File: config.mk
export PLATFORM = sky130hd
export DESIGN_NAME = spi_master_pingpong
export DESIGN_NICKNAME = d
export VERILOG_FILES = /design/src/rtl/spi_master_pingpong.sv
export SDC_FILE = /design/constraint.sdc
export NUM_CORES = 1
export LEC_CHECK = 0
export ABC_CLOCK_PERIOD_IN_PS = 2600
export CORE_UTILIZATION = 54
export DETAILED_ROUTE_END_ITERATION = 12
export HOLD_SLACK_MARGIN = 0.1
export MAX_ROUTING_LAYER = met4
export PLACE_DENSITY = 0.89
export SLEW_MARGIN = 20
export SYNTH_ARGS = -nofsm -noshare
export SYNTH_HDL_FRONTEND = slang
export SYNTH_SLANG_ARGS = --single-unit
File: constraint.sdc
create_clock -name clk -period 2.6 [get_ports clk]
set_input_delay 0.52 -clock clk [delete_from_list [all_inputs] [get_ports clk]]
set_output_delay 0.52 -clock clk [all_outputs]
set_load 0.05 [all_outputs]
File: src/rtl/spi_master_pingpong.sv
// spi_master_pingpong: SPI mode-0 master that streams one frame of bytes from a
// TX ping-pong RAM out on MOSI while capturing the same number of MISO bytes
// into an RX ping-pong RAM. It signals buffer swap with one-cycle finish pulses.
module spi_master_pingpong #(
  parameter int CLK_DIV   = 2,
  parameter int FRAME_LEN = 128,
  parameter int ADDR_W    = 7
) (
  input  logic              clk,
  input  logic              rst,
  input  logic              drdy,
  input  logic              tx_ready,
  output logic [ADDR_W-1:0] tx_addr,
  input  logic [7:0]        tx_data,
  output logic              tx_finish,
  input  logic              rx_ready,
  output logic [ADDR_W-1:0] rx_addr,
  output logic [7:0]        rx_data,
  output logic              rx_we,
  output logic              rx_finish,
  output logic              sck,
  output logic              ssel,
  output logic              mosi,
  input  logic              miso,
  output logic              busy,
  output logic              frame_done
);

  localparam logic [7:0]        DIV_LAST  = 8'(CLK_DIV - 1);
  localparam logic [ADDR_W-1:0] LAST_BYTE = ADDR_W'(FRAME_LEN - 1);

  typedef enum logic [2:0] {
    IDLE, FETCH, LOAD, SHIFT, STORE, HOLD, DONE, GUARD
  } state_e;

  state_e state_q, state_d;

  logic [ADDR_W-1:0] byte_cnt_q, byte_cnt_d;
  logic [2:0]        bit_cnt_q, bit_cnt_d;
  logic [7:0]        div_cnt_q, div_cnt_d;
  logic [6:0]        shift_tx_q, shift_tx_d;
  logic [7:0]        shift_rx_q, shift_rx_d;
  logic              sck_q, sck_d;
  logic              ssel_q, ssel_d;
  logic              mosi_q, mosi_d;
  logic [ADDR_W-1:0] tx_addr_q, tx_addr_d;
  logic [ADDR_W-1:0] rx_addr_q, rx_addr_d;
  logic [7:0]        rx_data_q, rx_data_d;
  logic              rx_we_q, rx_we_d;
  logic              finish_q, finish_d;
  logic              busy_q, busy_d;

  logic start;
  logic div_done;
  logic last_byte;

  assign start     = drdy & tx_ready & rx_ready;
  assign div_done  = (div_cnt_q == DIV_LAST);
  assign last_byte = (byte_cnt_q == LAST_BYTE);

  // State register plus all registered datapath and outputs, synchronous reset.
  always_ff @(posedge clk) begin
    if (rst) begin
      state_q    <= IDLE;
      byte_cnt_q <= '0;
      bit_cnt_q  <= '0;
      div_cnt_q  <= '0;
      shift_tx_q <= '0;
      shift_rx_q <= '0;
      sck_q      <= 1'b0;
      ssel_q     <= 1'b1;
      mosi_q     <= 1'b0;
      tx_addr_q  <= '0;
      rx_addr_q  <= '0;
      rx_data_q  <= '0;
      rx_we_q    <= 1'b0;
      finish_q   <= 1'b0;
      busy_q     <= 1'b0;
    end else begin
      state_q    <= state_d;
      byte_cnt_q <= byte_cnt_d;
      bit_cnt_q  <= bit_cnt_d;
      div_cnt_q  <= div_cnt_d;
      shift_tx_q <= shift_tx_d;
      shift_rx_q <= shift_rx_d;
      sck_q      <= sck_d;
      ssel_q     <= ssel_d;
      mosi_q     <= mosi_d;
      tx_addr_q  <= tx_addr_d;
      rx_addr_q  <= rx_addr_d;
      rx_data_q  <= rx_data_d;
      rx_we_q    <= rx_we_d;
      finish_q   <= finish_d;
      busy_q     <= busy_d;
    end
  end

  // Next-state logic: frame sequencing, one byte at a time.
  always_comb begin
    state_d = state_q;
    case (state_q)
      IDLE:    if (start) state_d = FETCH;
      FETCH:   state_d = LOAD;
      LOAD:    state_d = SHIFT;
      SHIFT:   if (div_done && sck_q && (bit_cnt_q == 3'd7)) state_d = STORE;
      STORE:   state_d = last_byte ? HOLD : FETCH;
      HOLD:    if (div_done) state_d = DONE;
      DONE:    state_d = GUARD;
      GUARD:   state_d = IDLE;
      default: state_d = IDLE;
    endcase
  end

  // Output/datapath logic: values that appear on the pins in the next state.
  always_comb begin
    byte_cnt_d = byte_cnt_q;
    bit_cnt_d  = bit_cnt_q;
    div_cnt_d  = div_cnt_q;
    shift_tx_d = shift_tx_q;
    shift_rx_d = shift_rx_q;
    sck_d      = sck_q;
    ssel_d     = ssel_q;
    mosi_d     = mosi_q;
    tx_addr_d  = tx_addr_q;
    rx_addr_d  = rx_addr_q;
    rx_data_d  = rx_data_q;
    rx_we_d    = 1'b0;
    finish_d   = 1'b0;
    busy_d     = busy_q;
    case (state_q)
      IDLE: begin
        if (start) begin
          ssel_d     = 1'b0;
          busy_d     = 1'b1;
          byte_cnt_d = '0;
          tx_addr_d  = '0;
        end
      end
      FETCH: begin
        tx_addr_d = byte_cnt_q;
      end
      LOAD: begin
        shift_tx_d = tx_data[6:0];
        mosi_d     = tx_data[7];
        bit_cnt_d  = '0;
        div_cnt_d  = '0;
        sck_d      = 1'b0;
      end
      SHIFT: begin
        if (div_done) begin
          div_cnt_d = '0;
          sck_d     = ~sck_q;
          if (!sck_q) begin
            shift_rx_d = {shift_rx_q[6:0], miso};
          end else if (bit_cnt_q != 3'd7) begin
            bit_cnt_d  = bit_cnt_q + 3'd1;
            mosi_d     = shift_tx_q[6];
            shift_tx_d = {shift_tx_q[5:0], 1'b0};
          end
        end else begin
          div_cnt_d = div_cnt_q + 8'd1;
        end
      end
      STORE: begin
        rx_we_d   = 1'b1;
        rx_addr_d = byte_cnt_q;
        rx_data_d = shift_rx_q;
        div_cnt_d = '0;
        if (!last_byte) begin
          byte_cnt_d = byte_cnt_q + ADDR_W'(1);
          // The RAM read is registered, so the next address must already be
          // on tx_addr during FETCH for the data to be there in LOAD.
          tx_addr_d  = byte_cnt_q + ADDR_W'(1);
        end
      end
      HOLD: begin
        if (div_done) begin
          ssel_d   = 1'b1;
          busy_d   = 1'b0;
          finish_d = 1'b1;
        end else begin
          div_cnt_d = div_cnt_q + 8'd1;
        end
      end
      default: ;
    endcase
  end

  assign tx_addr    = tx_addr_q;
  assign rx_addr    = rx_addr_q;
  assign rx_data    = rx_data_q;
  assign rx_we      = rx_we_q;
  assign sck        = sck_q;
  assign ssel       = ssel_q;
  assign mosi       = mosi_q;
  assign busy       = busy_q;
  assign tx_finish  = finish_q;
  assign rx_finish  = finish_q;
  assign frame_done = finish_q;

endmodule

* After elaboration in Yosys (flattened, before gate mapping) *
Cells that the tools add are included.

storage, ports and cells
  logic and storage cells = 93
  bits in registers = 64
  input bits = 14

operators by class
  eq/ne operators = 19
  reduce and logical (&&, ||, !) cells = 18
  add/subtract/negate cells = 3
  mux-type cells = 34
  bitwise operators = 4

operators by type and width
  cell                                                             count
  7-bit two-way mux                                                5
  7-bit one-hot mux with 2 select lines                            2
  3-bit one-hot mux with 8 select lines                            1
  8-bit one-hot mux with 3 select lines                            1
  3-bit two-way mux                                                7
  7-bit one-hot mux with 3 select lines                            1
  8-bit two-way mux                                                2
  2-bit != test, second input constant                             8
  3-bit == test, second input constant                             5
  3-bit AND reduction                                              5
  1-bit two-way mux                                                10
  8-bit by 1-bit adder with 8-bit output, second input constant    1
  8-bit by 1-bit == test with 1-bit output, second input constant  1
  1-bit one-hot mux with 2 select lines                            4
  7-bit by 1-bit adder with 7-bit output, second input constant    1
  7-bit == test, second input constant                             1
  3-bit by 2-bit == test with 1-bit output, second input constant  2
  3-bit one-hot mux with 2 select lines                            1
  2-bit nonzero test                                               3
  3-bit nonzero test                                               2
  2-bit AND reduction                                              2
  4-bit AND reduction                                              1
  2-bit OR reduction                                               2
  3-bit by 1-bit adder with 3-bit output, second input constant    1
  6 further kinds                                                  9

* Longest topological paths before layout *
Gate-level depths: netlist of run 1.

  depth in word-level cells = 5
  depth in mapped cells = 8
  mapped depth without buffers = 6

* Least setup slack after synthesis of run 1 *
OpenSTA, ideal clock, no wires.

  kind = register -> register
  start point = reg div_cnt_q[0]
  end point = reg shift_rx_q[0]
  data arrival time = 1.926 ns
  cell stages (with the launch flop) = 8
  period minus slack after synthesis = 2.054 ns
  setup slack = 0.546 ns
  path buffers = 2
  data required time = 2.472 ns
  cells stage by stage = dfxtp_1 -> ha_1 -> or4b_1 -> buf_2 -> or4_4 -> buf_6 -> mux2i_1 -> nor2_1

between the ends
  cells in the longest elaborated chain, start to end = 2

ends and longest elaborated chain
  item                                      line  text
  from (decl)                               40    logic [7:0] div_cnt_q, div_cnt_d;
  from (signal assigned)                    83    div_cnt_q <= div_cnt_d;
  8-bit by 1-bit == test with 1-bit output  58    assign div_done = (div_cnt_q == DIV_LAST);
  3-bit AND reduction (no line)             n/a
  to (signal assigned)                      85    shift_rx_q <= shift_rx_d;
  to (decl)                                 42    logic [7:0] shift_rx_q, shift_rx_d;

Every way passes these cells.
A chain may end at the register's enable or synchronous reset.

* Final worst setup path of run 1 *
  start point = reg div_cnt_q[1]
  end point = reg shift_tx_q[2]

between the ends
  cells in the longest elaborated chain, start to end = 3

ends and longest elaborated chain
  item                                      line  text
  8-bit by 1-bit == test with 1-bit output  58
  2-bit != test (no line)                   n/a
  4-bit AND reduction (no line)             n/a
  to (signal assigned)                      84    shift_tx_q <= shift_tx_d;
  to (decl)                                 41    logic [6:0] shift_tx_q, shift_tx_d;

Every way passes these cells.

==> flow_metrics.py, run 1 <==
metrics = {
    "outcome": {
        "status": "complete, no violations",
    },
    "placed_design": {
        "place_hpwl_um": 4840,
        "place_inst": 450,
        "io_buffers": 43,
        "post_dp_cell_area_um2": 3490,
        "gp_congestion": 0.855,
        "pre_cts_slack_ns": 0.329,
    },
    "die": {
        "die_height_um": 77.1,
        "core_area_um2": 5270,
        "fp-row-count": 26,
        "pin_count": 44,
        "start_util": 0.578,
        "fp.dieW_um": 77.1,
        "die_area_um2": 5940,
    },
    "critical_path": {
        "cp-end-kind": "flop",
        "worst_r2r_path_depth": 7,
        "worstPathRequired_ns": 2.85,
        "critical_path.max_fanout": 15,
        "path_class": "flop to flop",
        "arrival_ns": 2.52,
        "critPathLaunchType": "flop",
    },
    "synthesis": {
        "syn_area_per_cell_um2": 8.53,
        "synth-edff-count": 0,
        "synthMuxAreaShare": 0.0633,
        "synth_adder_area_share": 0.0205,
        "synth-xor-area-share": 0.00863,
        "synth_compound_area_frac": 0.242,
        "synth_top_family_by_area": "compound AO/OA/AOI/OAI gates",
        "synth_flop_cell": "dfxtp_1",
        "synth_cell_type_count": 52,
        "syn_nets": 376,
        "synth-seq-cells": 64,
        "yosysWarnings": 0,
        "netlist_instances": 357,
        "netlist_area_um2": 3050,
        "ys_seq_area_frac": 0.421,
        "synthArstFlopShare": 0,
        "yosys.area_share.simple": 0.193,
    },
    "clock_network": {
        "numCtsBuffers": 9,
        "cts_sinks": 64,
        "htree_levels": 3,
        "hold_buffers": 0,
        "cts_tree": "yes",
        "cts.repair.resized": 0,
        "clock_latency_ns": 0.35,
        "postCtsSetupBuffers": 0,
        "clk_pin_slew_ns": 0.07,
        "cts-root-buf": "clkbuf_8",
        "clk_path_buf_depth": 2,
    },
    "timing": {
        "tns_ns": 0,
        "hold_viol": 0,
        "drv_slew": 0,
        "min_period_ns": 2.27,
        "setup_ws_ns": 0.330,
        "slew_headroom": 0.505,
        "rsz0062_at_grt": "false",
        "setup_viol": 0,
        "clock_skew_ns": 0.00598,
        "hold_slack_ns": 0.447,
        "clock.fmax_mhz": 441,
        "worstMarginPinSlew_ns": 0.724,
        "layout_worst_path_cycle_share": 0.873,
    },
    "grt": {
        "gr-total-overflow": 0,
        "grt_max_degree": 50,
        "grt_pass1_vias": 2561,
        "grt_pass1_wl_um": 11800,
        "grt_antenna_before_repair": 0,
        "grt.total_usage": 0.258,
    },
    "cells_and_area": {
        "final_area_um2": 3680,
        "final_nets": 410,
        "n_fill_cell": 417,
        "drive_gt1_frac": 0.0884,
        "area_growth_pct": 20.9,
        "antenna_cells": 0,
        "final_core_util": 0.699,
        "layout_common_cells": "dfxtp_1 (64), nand2_1 (47), a21oi_1 (46)",
        "layout_commonest_cell": "dfxtp_1",
        "final_cells": 466,
    },
    "routing": {
        "ant_nets": 0,
        "vias_per_cell": 6.05,
        "wl_per_cell_um": 15.3,
        "drt_iter0_drc": 365,
        "wl_um": 7150,
        "vias": 2821,
        "drcViolationCount": 0,
        "drt_first_pass_iters": 7,
    },
    "power_and_ir_drop": {
        "irDropWorstVdd_mv": 0.455,
        "powerDensity_nw_per_um2": 715,
        "totalPowerFinal_mw": 2.63,
        "p_leak_nw": 1.29,
    },
    "job": {
        "maxCapViolCount": 0,
    },
    "min_path": {
        "hold-path-cell-count": 2,
        "hp-class": "flop to flop",
    },
}
==> synthesized netlist by cell type (4+ instances only) <==
cell | instances | area [um2]
ha_1 | 5 | 62.6
nand3_1 | 7 | 35.0
a211oi_1 | 8 | 60.1
nand2b_1 | 8 | 50.1
or3_1 | 5 | 31.3
nor2_1 | 23 | 86.3
dfxtp_1 | 64 | 1280
inv_1 | 6 | 22.5
buf_2 | 4 | 20.0
clkbuf_1 | 20 | 75.1
nand2_1 | 47 | 176
a31oi_1 | 4 | 25.0
a21oi_1 | 46 | 230
o21ai_0 | 12 | 60.1
nor3_1 | 13 | 65.1
a311oi_1 | 7 | 61.3
mux2i_1 | 17 | 170
==> worst max-delay path: stages (launching register included) <==
cell and delay [ns]:
dfxtp_1 0.36, inv_1 0.10, ha_1 0.16, or4b_1 0.61
o31ai_4 0.31, buf_4 0.25, a21oi_1 0.11, a311oi_1 0.27
==> flip-flops by register name (all words and copies together) (netlist names), 7 cells and up <==
| signal | count |
|---|---|
| shift_rx_q | 8 |
| shift_tx_q | 7 |
| rx_data | 8 |
| tx_addr | 7 |
| rx_addr | 7 |
| byte_cnt_q | 7 |
| div_cnt_q | 8 |
==> routing by layer <==
metal | share of wire | up-vias | track usage
li1 | - | 1371 | -
met1 | 0.46 | 1339 | 0.328
met2 | 0.46 | 95 | 0.385
met3 | 0.055 | 16 | 0.0488
met4 | 0.021 | 0 | 0.140
met5 | 0 | - | -
==> where the power goes <==
part	switching (mW)	leakage (nW)	internal (mW)	total (mW)
combinational	0.422	0.678	0.255	0.678
clock	0.391	0.0920	0.437	0.829
sequential	0.0788	0.518	1.05	1.13
==> worst paths after layout <==
path,slack [ns],end,startpoint
worst min register to register,0.45,ssel$_SDFFE_PP1P_,ssel$_SDFFE_PP1P_
worst min-delay path,0.45,ssel$_SDFFE_PP1P_,ssel$_SDFFE_PP1P_
worst max-delay path,0.33,shift_tx_q[2]$_SDFFE_PP0P_,div_cnt_q[1]$_SDFFE_PP0P_
worst max register to register,0.33,shift_tx_q[2]$_SDFFE_PP0P_,div_cnt_q[1]$_SDFFE_PP0P_
==> cells by family (layout without fill, tap and decap cells) <==
logic type,count (synthesis),count (layout)
mux,19,19
flops,64,64
buf+inv,35,74
compound gates,109,109
simple gates,122,122
fa+ha+maj,5,5
xor+xnor,3,3
==> cell type report <==
cell class,instances,area (um2),area share
repair buffers,52,493,0.134
inverters,6,22.5,0.00612
well taps,70,87.6,0.0238
clock buffers,10,128,0.0347
multi-input cells,258,1610,0.437
flip-flops and latches,64,1280,0.348
clock inverters,6,60.1,0.0163
Note: power is estimated with default switching activity, not from simulation.
==> run 2, diff against run 1 <==
--- a/config.mk
+++ b/config.mk
@@ -6,12 +6,12 @@
 export NUM_CORES = 1
 export LEC_CHECK = 0
 export ABC_CLOCK_PERIOD_IN_PS = 2600
+export CORE_ASPECT_RATIO = 0.6
 export CORE_UTILIZATION = 54
 export DETAILED_ROUTE_END_ITERATION = 12
 export HOLD_SLACK_MARGIN = 0.1
 export MAX_ROUTING_LAYER = met4
 export PLACE_DENSITY = 0.89
-export SLEW_MARGIN = 20
 export SYNTH_ARGS = -nofsm -noshare
 export SYNTH_HDL_FRONTEND = slang
 export SYNTH_SLANG_ARGS = --single-unit
==> flow_metrics.py, run 2 (synthesis gave the netlist of run 1 again) <==
metrics = {
    "clock_network": {
        "postCtsSetupBuffers": 0,
        "clock_latency_ns": 0.34,
        "numCtsBuffers": 9,
        "clk_pin_slew_ns": 0.07,
        "cts.repair.resized": 0,
        "hold_buffers": 0,
        "htree_levels": 3,
        "cts_sinks": 64,
        "clk_path_buf_depth": 2,
        "cts-root-buf": "clkbuf_8",
        "cts_tree": "yes",
    },
    "grt": {
        "gr-total-overflow": 0,
        "grt_pass1_wl_um": 11400,
        "grt_antenna_before_repair": 0,
        "grt_pass1_vias": 2385,
        "grt.total_usage": 0.261,
        "grt_max_degree": 36,
    },
    "critical_path": {
        "cp-end-kind": "flop",
        "timing.rr.end": "shift_rx_q[6]$_SDFFE_PP0P_",
        "reg2reg_from": "div_cnt_q[1]$_SDFFE_PP0P_",
        "critical_path.max_fanout": 9,
        "rrSetupSlack_ns": 0.31,
        "arrival_ns": 2.52,
        "worst_r2r_path_depth": 6,
        "path_class": "flop to flop",
        "worstPathRequired_ns": 2.83,
        "critPathLaunchType": "flop",
    },
    "die": {
        "fp-row-count": 20,
        "start_util": 0.582,
        "core_area_um2": 5230,
        "fp.dieW_um": 99.0,
        "die_height_um": 60.2,
        "die_area_um2": 5950,
        "pin_count": 44,
    },
    "power_and_ir_drop": {
        "irDropWorstVdd_mv": 0.321,
        "p_leak_nw": 1.30,
        "powerDensity_nw_per_um2": 698,
        "totalPowerFinal_mw": 2.57,
    },
    "placed_design": {
        "place_hpwl_um": 4890,
        "place_inst": 449,
        "gp_congestion": 0.854,
        "post_dp_cell_area_um2": 3510,
        "pre_cts_slack_ns": 0.349,
        "io_buffers": 43,
    },
    "min_path": {
        "hold-path-endpoint": "ssel$_SDFFE_PP1P_",
        "hold-path-cell-count": 2,
        "hp-class": "flop to flop",
        "hold_start": "ssel$_SDFFE_PP1P_",
    },
    "timing": {
        "min_period_ns": 2.29,
        "slew_headroom": 0.590,
        "rsz0062_at_grt": "false",
        "worstMarginPinSlew_ns": 0.614,
        "tns_ns": 0,
        "setup_viol": 0,
        "setup_ws_ns": 0.306,
        "drv_slew": 0,
        "clock_skew_ns": 0.00761,
        "clock.fmax_mhz": 436,
        "layout_worst_path_cycle_share": 0.882,
        "hold_viol": 0,
    },
    "cells_and_area": {
        "antenna_cells": 0,
        "layout_common_cells": "dfxtp_1 (64), nand2_1 (47), a21oi_1 (46)",
        "drive_gt1_frac": 0.0977,
        "area_growth_pct": 21.0,
        "n_fill_cell": 409,
        "seqCellArea_um2": 1280,
        "final_cells": 465,
        "final_nets": 413,
        "final_area_um2": 3680,
        "multiInputGateArea_um2": 1610,
        "layout_commonest_cell": "dfxtp_1",
    },
    "routing": {
        "wl_per_cell_um": 15.2,
        "vias_per_cell": 5.99,
        "drt_first_pass_iters": 5,
        "drt_iter0_drc": 219,
        "vias": 2786,
        "wl_um": 7090,
        "drcViolationCount": 0,
        "ant_nets": 0,
    },
    "job": {
        "maxCapViolCount": 0,
    },
    "outcome": {
        "status": "complete, no violations",
    },
}
-- run 2: cell types whose count changed in the layout (fill, tap and decap cells not counted), sizes merged --
cell      change
buf           +3
clkinv        +3
bufinv        -1
clkinvlp      -1
clkbuf        -1
-- run 2: report_power, final --
group / switching, mW / internal (mW) / total (mW)
Combinational: 0.434 / 0.264 / 0.698
Sequential: 0.0762 / 1.05 / 1.12
Clock: 0.405 / 0.345 / 0.749
-- run 2: worst max-delay path by stage --
stage,startpoint,end
floorplan,div_cnt_q[0]$_SDFFE_PP0P_,shift_rx_q[0]$_SDFFE_PP0P_
global placement,div_cnt_q[0]$_SDFFE_PP0P_,shift_rx_q[2]$_SDFFE_PP0P_
detailed placement,div_cnt_q[1]$_SDFFE_PP0P_,shift_rx_q[0]$_SDFFE_PP0P_
CTS,div_cnt_q[1]$_SDFFE_PP0P_,shift_rx_q[0]$_SDFFE_PP0P_
global route,div_cnt_q[0]$_SDFFE_PP0P_,shift_tx_q[3]$_SDFFE_PP0P_
finish,div_cnt_q[1]$_SDFFE_PP0P_,shift_rx_q[6]$_SDFFE_PP0P_
-- run 2: worst max-delay path, cell delays in order, from the launching register on --
cell     delay, ns
dfxtp_1       0.36
inv_1         0.10
ha_1          0.16
or4b_1        0.64
or4_4         0.66
mux2i_1       0.21
nor2_1        0.05
-- run 2: through the flow --
stage / hold slack [ns] / util
after global routing: 0.468 / 0.705
after global placement: 0.433 / 0.672
after floorplan: 0.432 / -
after CTS: 0.456 / 0.705
final: 0.450 / 0.705
after detailed placement: 0.440 / 0.672
-- run 2: metal layers --
metal / up-vias / GRT usage / wire length, um
li1: 1367 / - / -
met1: 1294 / 0.340 / 3400
met2: 117 / 0.392 / 3060
met3: 8 / 0.0912 / 583
met4: 0 / 0.0554 / 51
met5: - / - / 0
-- run 2: cell type report --
| class | instances | share of cell area |
|---|---|---|
| clock inverter | 7 | 0.0132 |
| inverter | 6 | 0.00611 |
| clock buffer | 9 | 0.0336 |
| timing repair buffer | 55 | 0.140 |
| multi-input combinational | 258 | 0.437 |
| sequential | 64 | 0.348 |
| tap | 66 | 0.0224 |
==> run 3, diff against run 2 <==
--- a/config.mk
+++ b/config.mk
@@ -12,6 +12,7 @@
 export HOLD_SLACK_MARGIN = 0.1
 export MAX_ROUTING_LAYER = met4
 export PLACE_DENSITY = 0.89
+export REMOVE_ABC_BUFFERS = 1
 export SYNTH_ARGS = -nofsm -noshare
 export SYNTH_HDL_FRONTEND = slang
 export SYNTH_SLANG_ARGS = --single-unit
==> flow_metrics.py, run 3 (synthesis gave the netlist of run 1 again) <==
metrics = {
    "timing": {
        "rsz0062_at_grt": "false",
        "worstMarginPinSlew_ns": 0.844,
        "setup_viol": 0,
        "slew_headroom": 0.429,
        "drv_slew": 0,
        "min_period_ns": 2.36,
        "hold_viol": 0,
        "layout_worst_path_cycle_share": 0.906,
        "hold_slack_ns": 0.454,
        "clock_skew_ns": 0.0118,
        "clock.fmax_mhz": 425,
    },
    "clock_network": {
        "cts-root-buf": "clkbuf_8",
        "hold_buffers": 0,
        "cts_tree": "yes",
        "cts_sinks": 64,
        "clk_path_buf_depth": 2,
        "clock_latency_ns": 0.34,
        "numCtsBuffers": 9,
        "htree_levels": 3,
        "clk_pin_slew_ns": 0.07,
        "cts.repair.resized": 0,
        "postCtsSetupBuffers": 0,
    },
    "critical_path": {
        "reg2reg_from": "div_cnt_q[0]$_SDFFE_PP0P_",
        "worstPathRequired_ns": 2.85,
        "critPathLaunchType": "flop",
        "cp-startpoint": "div_cnt_q[0]$_SDFFE_PP0P_",
        "arrival_ns": 2.60,
        "cp_cell_sequence": "ha_1, or4b_1, o31ai_4, buf_4, a21oi_1, a311oi_2",
        "slowest_stage": "or4b_1",
        "path_class": "flop to flop",
        "critPathMaxStageDelay_ns": 0.63,
        "cp-end-kind": "flop",
        "critical_path.max_fanout": 9,
        "path_buf_inv": 1,
        "crit_family": "compound AO/OA/AOI/OAI gates",
    },
    "grt": {
        "gr-total-overflow": 0,
        "grt_max_degree": 39,
        "grt_pass1_wl_um": 12400,
        "grt.total_usage": 0.279,
        "grt_antenna_before_repair": 0,
        "grt_pass1_vias": 2567,
    },
    "cells_and_area": {
        "layout_common_cells": "dfxtp_1 (64), nand2_1 (47), a21oi_1 (46)",
        "layout_commonest_cell": "dfxtp_1",
        "drive_gt1_frac": 0.100,
        "final_core_util": 0.715,
        "area_growth_pct": 22.8,
        "antenna_cells": 0,
        "final_nets": 414,
        "n_fill_cell": 402,
    },
    "die": {
        "start_util": 0.582,
        "die_height_um": 60.2,
        "die_area_um2": 5950,
        "pin_count": 44,
        "fp.dieW_um": 99.0,
        "fp-row-count": 20,
        "core_area_um2": 5230,
    },
    "power_and_ir_drop": {
        "powerDensity_nw_per_um2": 746,
        "p_leak_nw": 1.33,
        "irDropWorstVdd_mv": 0.582,
    },
    "min_path": {
        "hold_start": "rx_addr[2]$_SDFFE_PP0P_",
        "hp-class": "flop to flop",
    },
    "routing": {
        "wl_per_cell_um": 16.1,
        "wl_um": 7500,
        "drt_iter0_drc": 174,
        "ant_nets": 0,
        "vias_per_cell": 6.09,
        "drt_first_pass_iters": 5,
        "drcViolationCount": 0,
        "vias": 2839,
    },
    "job": {
        "maxCapViolCount": 0,
    },
    "outcome": {
        "status": "complete, no violations",
    },
    "placed_design": {
        "gp_congestion": 0.987,
        "io_buffers": 43,
        "place_hpwl_um": 5220,
    },
}
[run 3: changes by cell type in the layout (fill, tap and decap cells not counted), sizes merged]
cell	before	now
bufinv	0	2
buf	13	14
clkinv	6	5
clkinvlp	1	0
[run 3: path summary, 6_finish.rpt]
kind                                     end  slack [ns]  cells past startpoint
setup / recovery  shift_tx_q[4]$_SDFFE_PP0P_        0.24                      6
hold / removal       rx_addr[2]$_SDFFE_PP0P_        0.45                      2
setup reg to reg  shift_tx_q[4]$_SDFFE_PP0P_        0.24                      6
hold reg to reg      rx_addr[2]$_SDFFE_PP0P_        0.45                      2
[run 3: layer usage]
layer,vias to the layer above,track usage,routed length [um]
met4,0,0.0725,80
met1,1330,0.378,3650
met2,127,0.410,3200
li1,1370,-,-
met5,-,-,0
met3,12,0.0795,573
[run 3: final cells by class]
| type | count | area, um2 | area share |
|---|---|---|---|
| clock inverters | 7 | 96.3 | 0.0258 |
| multi-input cells | 258 | 1610 | 0.431 |
| flip-flops and latches | 64 | 1280 | 0.343 |
| well taps | 66 | 82.6 | 0.0221 |
| repair buffers | 56 | 523 | 0.140 |
| inverters | 6 | 22.5 | 0.00602 |
| clock buffers | 9 | 124 | 0.0331 |
[run 3: worst reg2reg max path: cells and delay by family, from the launching register on]
kind	cells	cell delay, ns
buf+inv	1	0.25
compound gates	3	0.75
flops	1	0.43
simple gates	1	0.63
fa+ha+maj	1	0.21
[run 3: per-stage QoR]
stage               area [um2]  std cells  TNS, ns  power, mW  setup slack [ns]
floorplan                 2910        328   -0.867       1.59            -0.148
global placement          3520        450        0       1.82             0.356
detailed placement        3520        450        0       1.85             0.226
CTS                       3740        466        0       2.79             0.188
global route              3740        466        0       2.91            0.0640
finish                    3740        466        0       2.79             0.245
[run 3: where the power goes]
group          leakage (nW)  switching [mW]  total, mW  internal [mW]
logic                 0.698           0.471      0.741          0.270
clock network         0.113           0.397      0.937          0.541
registers             0.518          0.0643       1.11           1.05
total                  1.33           0.932       2.79           1.86
